[config.mk]
export PLATFORM = sky130hd
export DESIGN_NAME = lsu_mem_ctrl
export DESIGN_NICKNAME = d
export VERILOG_FILES = /design/src/rtl/lsu_pkg.sv /design/src/rtl/lsu_lane_align.sv /design/src/rtl/lsu_mem_ctrl.sv
export SDC_FILE = /design/constraint.sdc
export NUM_CORES = 1
export LEC_CHECK = 0
export ABC_AREA = 1
export BUFFER_PORTS_ARGS = -buffer_cell sky130_fd_sc_hd__buf_2
export CAP_MARGIN = 20
export CORE_MARGIN = 1.5
export CORE_UTILIZATION = 40
export CTS_BUF_LIST = sky130_fd_sc_hd__clkbuf_8
export CTS_CLUSTER_SIZE = 28
export DETAILED_ROUTE_END_ITERATION = 16
export MAX_ROUTING_LAYER = met4
export SLEW_MARGIN = 5
export SYNTH_ARGS = -nofsm -noshare
export SYNTH_HDL_FRONTEND = slang
export SYNTH_HIERARCHICAL = 1
export SYNTH_SLANG_ARGS = --single-unit
[constraint.sdc]
create_clock -name clk -period 4.43 [get_ports clk]
set_input_delay 0.886 -clock clk [delete_from_list [all_inputs] [get_ports clk]]
set_output_delay 0.886 -clock clk [all_outputs]
set_load 0.02 [all_outputs]
[src/rtl/lsu_pkg.sv]
// Shared definitions for the load/store unit.
//   - size encodings for req_size
//   - controller state enum
//   - WORD_W: data word width
//   - is_misaligned(): alignment check on the two low byte-address bits
package lsu_pkg;

    localparam int WORD_W = 32;

    localparam logic [1:0] SZ_BYTE = 2'b00;
    localparam logic [1:0] SZ_HALF = 2'b01;
    localparam logic [1:0] SZ_WORD = 2'b10;
    localparam logic [1:0] SZ_RSVD = 2'b11;

    typedef enum logic [2:0] {
        ST_IDLE,
        ST_RD,
        ST_GAP,
        ST_WR,
        ST_RESP
    } state_t;

    // Bytes are always aligned; halves need an even address, words a
    // multiple of four. The reserved size is reported separately.
    function automatic logic is_misaligned(input logic [1:0] size,
                                           input logic [1:0] addr_lo);
        case (size)
            SZ_HALF: return addr_lo[0];
            SZ_WORD: return addr_lo != 2'b00;
            default: return 1'b0;
        endcase
    endfunction

endpackage

[src/rtl/lsu_lane_align.sv]
// Combinational lane steering for the load/store unit (big-endian:
// byte offset 0 is bits 31:24, half offset 0 is bits 31:16).
// Ports:
//   size        request size (lsu_pkg SZ_* encoding)
//   offset      byte address bits [1:0]
//   is_unsigned 1 = zero-extend loads, 0 = sign-extend
//   rdata       word read from memory
//   wdata       right-justified store data
//   load_data   extracted and extended load result
//   merged      rdata with the addressed lane(s) replaced by wdata
module lsu_lane_align
    import lsu_pkg::*;
(
    input  logic [1:0]        size,
    input  logic [1:0]        offset,
    input  logic              is_unsigned,
    input  logic [WORD_W-1:0] rdata,
    input  logic [WORD_W-1:0] wdata,
    output logic [WORD_W-1:0] load_data,
    output logic [WORD_W-1:0] merged
);

    logic [WORD_W-1:0] byte_shift;
    logic [WORD_W-1:0] half_shift;

    // ~offset equals 3-offset, so the addressed lane lands in the low bits.
    assign byte_shift = rdata >> {~offset, 3'b000};
    assign half_shift = rdata >> {~offset[1], 4'b0000};

    always_comb begin
        load_data = rdata;
        case (size)
            SZ_BYTE: load_data = is_unsigned ? {24'b0, byte_shift[7:0]}
                                             : {{24{byte_shift[7]}}, byte_shift[7:0]};
            SZ_HALF: load_data = is_unsigned ? {16'b0, half_shift[15:0]}
                                             : {{16{half_shift[15]}}, half_shift[15:0]};
            default: load_data = rdata;
        endcase
    end

    // Lane gi holds bits [8*gi+7 : 8*gi]; lane 3 is byte offset 0.
    generate
        for (genvar gi = 0; gi < 4; gi++) begin : g_lane
            logic       lane_hit;
            logic [7:0] lane_src;

            always_comb begin
                lane_hit = 1'b1;
                lane_src = wdata[8*gi +: 8];
                case (size)
                    SZ_BYTE: begin
                        lane_hit = (offset == 2'(3 - gi));
                        lane_src = wdata[7:0];
                    end
                    SZ_HALF: begin
                        // Offset 0 covers lanes 3,2; offset 2 covers lanes 1,0.
                        lane_hit = (offset[1] == (gi < 2));
                        lane_src = (gi % 2 == 1) ? wdata[15:8] : wdata[7:0];
                    end
                    default: begin
                        lane_hit = 1'b1;
                        lane_src = wdata[8*gi +: 8];
                    end
                endcase
            end

            assign merged[8*gi +: 8] = lane_hit ? lane_src : rdata[8*gi +: 8];
        end
    endgenerate

endmodule

[src/rtl/lsu_mem_ctrl.sv]
// Load/store controller in front of the MEM-stage data memory.
// Accepts byte/half/word requests over valid/ready, rejects misaligned or
// reserved-size requests, and drives the memory's edge-triggered read and
// write strobes. Sub-word stores are read-modify-write with a one-cycle
// gap between the read and write strobes.
// Ports:
//   clk, rst_n                     clock, asynchronous active-low reset
//   req_*                          request channel (byte address, big-endian)
//   resp_valid/ready/rdata/error   response channel
//   mem_read_addr, mem_trig_read   memory read port (word address, strobe)
//   mem_write_addr/data, mem_trig_write  memory write port
//   mem_read_data                  memory read data
//   stat_loads/stores/errors       saturating counters, only with
//                                  LSU_STATS_EN defined
module lsu_mem_ctrl
    import lsu_pkg::*;
#(
    parameter int WORD_AW = 7,
    parameter int STAT_W  = 16
)
(
    input  logic               clk,
    input  logic               rst_n,
    input  logic               req_valid,
    output logic               req_ready,
    input  logic               req_write,
    input  logic [1:0]         req_size,
    input  logic               req_unsigned,
    input  logic [WORD_AW+1:0] req_addr,
    input  logic [WORD_W-1:0]  req_wdata,
    output logic               resp_valid,
    input  logic               resp_ready,
    output logic [WORD_W-1:0]  resp_rdata,
    output logic               resp_error,
    output logic [WORD_AW-1:0] mem_read_addr,
    output logic [WORD_AW-1:0] mem_write_addr,
    output logic [WORD_W-1:0]  mem_write_data,
    output logic               mem_trig_read,
    output logic               mem_trig_write,
    input  logic [WORD_W-1:0]  mem_read_data
`ifdef LSU_STATS_EN
    ,
    output logic [STAT_W-1:0]  stat_loads,
    output logic [STAT_W-1:0]  stat_stores,
    output logic [STAT_W-1:0]  stat_errors
`endif
);

    state_t            state;
    logic [1:0]        size_q;
    logic [1:0]        off_q;
    logic              uns_q;
    logic              write_q;
    logic [WORD_W-1:0] wdata_q;
    logic [WORD_W-1:0] load_data;
    logic [WORD_W-1:0] merged;
    logic              req_err;

    assign req_err = (req_size == SZ_RSVD) || is_misaligned(req_size, req_addr[1:0]);

    lsu_lane_align u_align (
        .size        (size_q),
        .offset      (off_q),
        .is_unsigned (uns_q),
        .rdata       (mem_read_data),
        .wdata       (wdata_q),
        .load_data   (load_data),
        .merged      (merged)
    );

    always_ff @(posedge clk or negedge rst_n) begin
        if (!rst_n) begin
            state          <= ST_IDLE;
            req_ready      <= 1'b1;
            resp_valid     <= 1'b0;
            resp_error     <= 1'b0;
            resp_rdata     <= '0;
            mem_read_addr  <= '0;
            mem_write_addr <= '0;
            mem_write_data <= '0;
            mem_trig_read  <= 1'b0;
            mem_trig_write <= 1'b0;
            size_q         <= '0;
            off_q          <= '0;
            uns_q          <= 1'b0;
            write_q        <= 1'b0;
            wdata_q        <= '0;
        end else begin
            case (state)
                ST_IDLE: begin
                    if (req_valid && req_ready) begin
                        size_q    <= req_size;
                        off_q     <= req_addr[1:0];
                        uns_q     <= req_unsigned;
                        write_q   <= req_write;
                        wdata_q   <= req_wdata;
                        req_ready <= 1'b0;
                        if (req_err) begin
                            // Rejected requests never touch memory.
                            resp_valid <= 1'b1;
                            resp_error <= 1'b1;
                            resp_rdata <= '0;
                            state      <= ST_RESP;
                        end else if (req_write && req_size == SZ_WORD) begin
                            mem_write_addr <= req_addr[WORD_AW+1:2];
                            mem_write_data <= req_wdata;
                            mem_trig_write <= 1'b1;
                            state          <= ST_WR;
                        end else begin
                            // Loads and sub-word stores both start with a read.
                            mem_read_addr  <= req_addr[WORD_AW+1:2];
                            mem_write_addr <= req_addr[WORD_AW+1:2];
                            mem_trig_read  <= 1'b1;
                            state          <= ST_RD;
                        end
                    end
                end
                ST_RD: begin
                    mem_trig_read <= 1'b0;
                    if (write_q) begin
                        mem_write_data <= merged;
                        state          <= ST_GAP;
                    end else begin
                        resp_rdata <= load_data;
                        resp_error <= 1'b0;
                        resp_valid <= 1'b1;
                        state      <= ST_RESP;
                    end
                end
                ST_GAP: begin
                    // The memory only writes while its read strobe is low,
                    // so the write strobe waits one full idle cycle.
                    mem_trig_write <= 1'b1;
                    state          <= ST_WR;
                end
                ST_WR: begin
                    mem_trig_write <= 1'b0;
                    resp_rdata     <= '0;
                    resp_error     <= 1'b0;
                    resp_valid     <= 1'b1;
                    state          <= ST_RESP;
                end
                ST_RESP: begin
                    if (resp_ready) begin
                        resp_valid <= 1'b0;
                        resp_error <= 1'b0;
                        resp_rdata <= '0;
                        req_ready  <= 1'b1;
                        state      <= ST_IDLE;
                    end
                end
                default: begin
                    mem_trig_read  <= 1'b0;
                    mem_trig_write <= 1'b0;
                    resp_valid     <= 1'b0;
                    req_ready      <= 1'b1;
                    state          <= ST_IDLE;
                end
            endcase
        end
    end

`ifdef LSU_STATS_EN
    always_ff @(posedge clk or negedge rst_n) begin
        if (!rst_n) begin
            stat_loads  <= '0;
            stat_stores <= '0;
            stat_errors <= '0;
        end else if (state == ST_RESP && resp_ready) begin
            if (resp_error) begin
                if (stat_errors != '1) stat_errors <= stat_errors + 1'b1;
            end else if (write_q) begin
                if (stat_stores != '1) stat_stores <= stat_stores + 1'b1;
            end else begin
                if (stat_loads != '1) stat_loads <= stat_loads + 1'b1;
            end
        end
    end
`endif

endmodule
After elaboration in Yosys (flattened, before gate mapping)
Cells that the tools add are included.

Register bits after elaboration: 124. Output and inout port bits: 83.

Shift operators: 2. Reductions and logical operators: 23. Eq/ne operators: 19. Mux-type cells: 49. Bitwise gates (word level): 8.

Operators with widths (number): $mux W32 (10); $pmux W32 S2 (2); $pmux W32 S4 (1); $mux W8 (6); $shr A32 B5 Y16 (1); $shr A32 B5 Y8 (1); $ne A2 B2 Y1 const B (8); $pmux W8 S2 (1); $pmux W3 S5 (1); $reduce_and A5 Y1 (3); $mux W1 (13); $mux W3 (4); $pmux W1 S2 (6); $reduce_and A4 Y1 (3); $eq A2 B2 Y1 const B (4); $not A1 Y1 (7); $eq A2 B1 Y1 const B (3); $eq A3 B2 Y1 const B (2); $pmux W1 S3 (2); $reduce_and A3 Y1 (2); $reduce_or A3 Y1 (2); $pmux W1 S5 (1); $logic_not A2 Y1 (2); $pmux W1 S4 (1); other kinds (11) (15).

Depth between registers and ports, before layout
Word-level depth: 6. Depth in mapped cells: 14.

By module
The synthesis kept the hierarchy.

Modules (own cells, without submodules): lsu_mem_ctrl (area each 5856.9 sq um, cells each 751, times used 1, sequential area each 3104.2 sq um); lsu_lane_align (area each 1440.1 sq um, cells each 322, times used 1, sequential area each 0.0 sq um).

Least setup slack after synthesis
OpenSTA, ideal clock, no wires.

Path kind: in2reg. From: input port req_size[0]. To: register mem_write_data[0]. Arrival time: 2.000 ns. Path slack: 2.312 ns. Stages on the path: 10. Required time: 4.313 ns. Setup time: 0.117 ns. Cell sequence: inv_1 > ha_1 > nand2_1 > nand3_1 > nand2_1 > nor2_4 > nand3_2 > buf_2 > nand2_1 > nand2_1.

Cells in the longest elaborated chain, start to end: 5.

RTL lines: start, declared (RTL line lsu_mem_ctrl.sv:27) `input logic [1:0] req_size,`; $eq A2 B2 Y1 or $eq A2 B1 Y1 (tied branches) (RTL line lsu_pkg.sv:27, lsu_mem_ctrl.sv:104); $pmux W1 S2 (RTL line lsu_pkg.sv:27) `case (size)`; $logic_or A1 B1 Y1 (RTL line lsu_mem_ctrl.sv:59) `assign req_err = (req_size == SZ_RSVD) || is_misaligned(req_size, req_addr[1:0]);`; $ne A2 B2 Y1 (no line); $reduce_and A5 Y1 (no line) (*); end signal, assigned (RTL line lsu_mem_ctrl.sv:106) `mem_write_data <= req_wdata;`; end signal, assigned (RTL line lsu_mem_ctrl.sv:121) `mem_write_data <= merged;`; end, declared (RTL line lsu_mem_ctrl.sv:37) `output logic [WORD_W-1:0] mem_write_data,`.

Every way passes the cells marked *; elsewhere a longest branch is shown, timed or not. A chain may end at the register's enable or synchronous reset.

Final worst setup path
From: input port req_size[0]. To: register mem_write_data[27].

Same word-level chain as after synthesis.

==> impl_metrics.csv <==
group,metric,value,unit
status,status,"finished clean",
detailed_routing,vias_per_cell,5.01,
clock_tree,numCtsBuffers,17,
sta,fin_tns_setup,0,ns
floorplanning,pin_count,164,
cells_and_area,fin_util,0.479,
logic_synthesis,yosysUniqueCellTypes,26,
detailed_routing,wl_per_cell,15.7,µm
detailed_routing,drc,0,
placed_design,place_inst,1415,
cells_and_area,fillCellCount,1937,
sta,slew_viol_final,0,
logic_synthesis,ys_warn_count,6,
global_routing,antenna_found_initial,1,
cells_and_area,nets,1289,
floorplanning,dieArea,19100,µm²
min_path,whs_path_depth,2,
clock_tree,ctsRootBufferMaster,"clkbuf_8",
placed_design,place_ws,1.14,ns
run,cap_violations,0,
power_and_ir_drop,power_frac_comb,0.554,
detailed_routing,dr_total_vias,7257,
min_path,hold_path.class,"reg2reg",
sta,period_needed,2.77,ns
logic_synthesis,syn-cell-area,7300,µm²
floorplanning,num_rows,49,
clock_tree,path_clk_slew,0.08,ns
worst_setup_path,cp.required,4.77,ns
cells_and_area,drive_gt1_frac,0.200,
floorplanning,core,17900,µm²
floorplanning,die_height,138,µm
logic_synthesis,synth_seq_cells,124,
power_and_ir_drop,vdd_drop_max,0.439,mV
placed_design,placed_area,8160,µm²
clock_tree,cts.repair.resized,0,
floorplanning,start_util,0.408,
power_and_ir_drop,p_int,3360,µW
worst_setup_path,end_kind,"flip-flop",
cells_and_area,area_delta_synth_final,17.6,%
clock_tree,cts_tree,"done",
sta,setup_ws,1.66,ns
floorplanning,fp.dieW,138,µm
worst_setup_path,crit_type,"in2reg",
sta,fin_worst_skew,0.00962,ns
detailed_routing,first_pass_iters,5,
cells_and_area,mostFrequentLayoutCell,"nand2_1",
power_and_ir_drop,cellLeakagePower,0.00507,µW
worst_setup_path,path_max_fanout,33,
logic_synthesis,synthCells,1073,
placed_design,routabilityCongestion,0.965,
clock_tree,postCtsSetupBuffers,0,
placed_design,dp_hpwl,16600,µm
clock_tree,clk_path_buf_depth,2,
power_and_ir_drop,switching_share,0.518,
sta,period_share,0.626,
logic_synthesis,avgSynthCellArea,6.80,µm²
cells_and_area,instances_no_fill,1448,
power_and_ir_drop,clock_power_share,0.153,
logic_synthesis,yosysSeqAreaShare,0.425,
detailed_routing,finalWirelength,22700,µm
detailed_routing,dr.first_iter.drc_count,502,
worst_setup_path,arrival,3.11,ns
clock_tree,clk-insertion-delay-late,0.46,ns
worst_setup_path,worstRegToRegCells,12,
clock_tree,h-tree-depth,4,
logic_synthesis,synth_fp_nets,1157,
clock_tree,clock_sinks,124,
sta,hold_viol_final,0,
detailed_routing,ant_nets,0,
global_routing,grt_pass1_vias,6994,
sta,tightestPinTransition,0.896,ns
global_routing,grt_pass1_wl,37300,µm
sta,rsz0062_at_grt,"no",
power_and_ir_drop,power.density,813,nW/µm²
global_routing,grtUsageTotal,0.252,
sta,maxSlewHeadroom,0.403,
cells_and_area,design_area,8580,µm²
global_routing,grt-ovfl-total,0,
sta,fmax,0.361,GHz
power_and_ir_drop,seqPwrFrac,0.293,
power_and_ir_drop,p_sw,3620,µW
cells_and_area,layout_common_cells,"nand2_1 (524), buf_2 (162), dfrtp_1 (123)",
worst_setup_path,setup.worst_path.start_class,"primary input",
sta,setup_viol,0,
clock_tree,cts_hold_buffers,0,
placed_design,io_buffers,163,
global_routing,grt_max_degree,99,
[synthesized netlist by cell type (all sizes together)]
master  count  area, µm²
nand2     531       2020
dfrtp     123       3080
inv       104        395
nand3      72        438
nand4      66        413
o21ai      63        319
nor2       45        206
buf        43        272
clkbuf     17       63.8
a21oi       3       15.0
ha          3       37.5
dfstp       1       26.3
nor3        1       10.0
o21a        1       7.51
[worst paths after layout]
path | endpoint | slack (ns) | start
hold reg to reg | mem_write_addr[3] | 0.47 | mem_write_addr[3]
setup reg to reg | mem_write_data[0] | 1.75 | size_q[1]
hold / removal | mem_write_addr[3] | 0.47 | mem_write_addr[3]
min in group asynchronous | mem_write_data[7] | 0.50 | rst_n
max in group asynchronous | req_ready | 3.03 | rst_n
setup / recovery | mem_write_data[27] | 1.66 | req_size[0]
[per-stage QoR]
step | hold WS [ns] | total power, µW
floorplan | 0.442 | 4910
global placement | 0.453 | 5900
detailed placement | 0.456 | 5940
CTS | 0.475 | 7010
global route | 0.489 | 7620
finish | 0.471 | 6980
[metal layers]
| metal | GRT usage | up-vias | part of all wire |
|---|---|---|---|
| met3 | 0.0475 | 25 | 0.053 |
| met2 | 0.377 | 238 | 0.45 |
| met5 | - | - | 0 |
| met1 | 0.355 | 3366 | 0.48 |
| met4 | 0.0593 | 0 | 0.014 |
| li1 | - | 3628 | - |
[power by group through the flow]
stage               combinational (µW)  clock (µW)  sequential, µW
floorplan                         2550           0            2370
detailed placement                3890           0            2050
global placement                  3840           0            2060
CTS                               3890        1090            2040
finish                            3870        1070            2040
global route                      4370        1130            2110
[worst max-delay path: stages]
cell and delay (ns):
buf_2 0.12, inv_1 0.07, ha_1 0.21, nand2_1 0.21
nand3_1 0.15, nand2_1 0.11, nor2_4 0.08, buf_4 0.33
nand3_2 0.62, nand2_1 0.23, nand2_1 0.08
[area by class of cell]
class | count | area (µm²) | share of cell area
inverters | 104 | 395 | 0.0461
clock buffers | 18 | 248 | 0.0289
multi-input cells | 785 | 3470 | 0.404
well taps | 229 | 287 | 0.0334
clock inverters | 14 | 170 | 0.0198
diodes | 1 | 2.50 | 0.000292
repair buffers | 173 | 906 | 0.106
flip-flops and latches | 124 | 3100 | 0.362
[logic make-up after synthesis]
family	count (synthesis)	share of synthesized area
buf+inv	164	0.100
fa+ha+maj	3	0.00514
simple gates	715	0.422
compound gates	67	0.0468
flops	124	0.425
[sequential cells by signal (all words and copies together), names as in the netlist, 2 cells and up]
register	count
off_q	2
mem_write_addr	7
size_q	2
resp_rdata	32
mem_read_addr	7
wdata_q	32
mem_write_data	32
state	3
No activity file was read; power rests on OpenSTA's default activity.
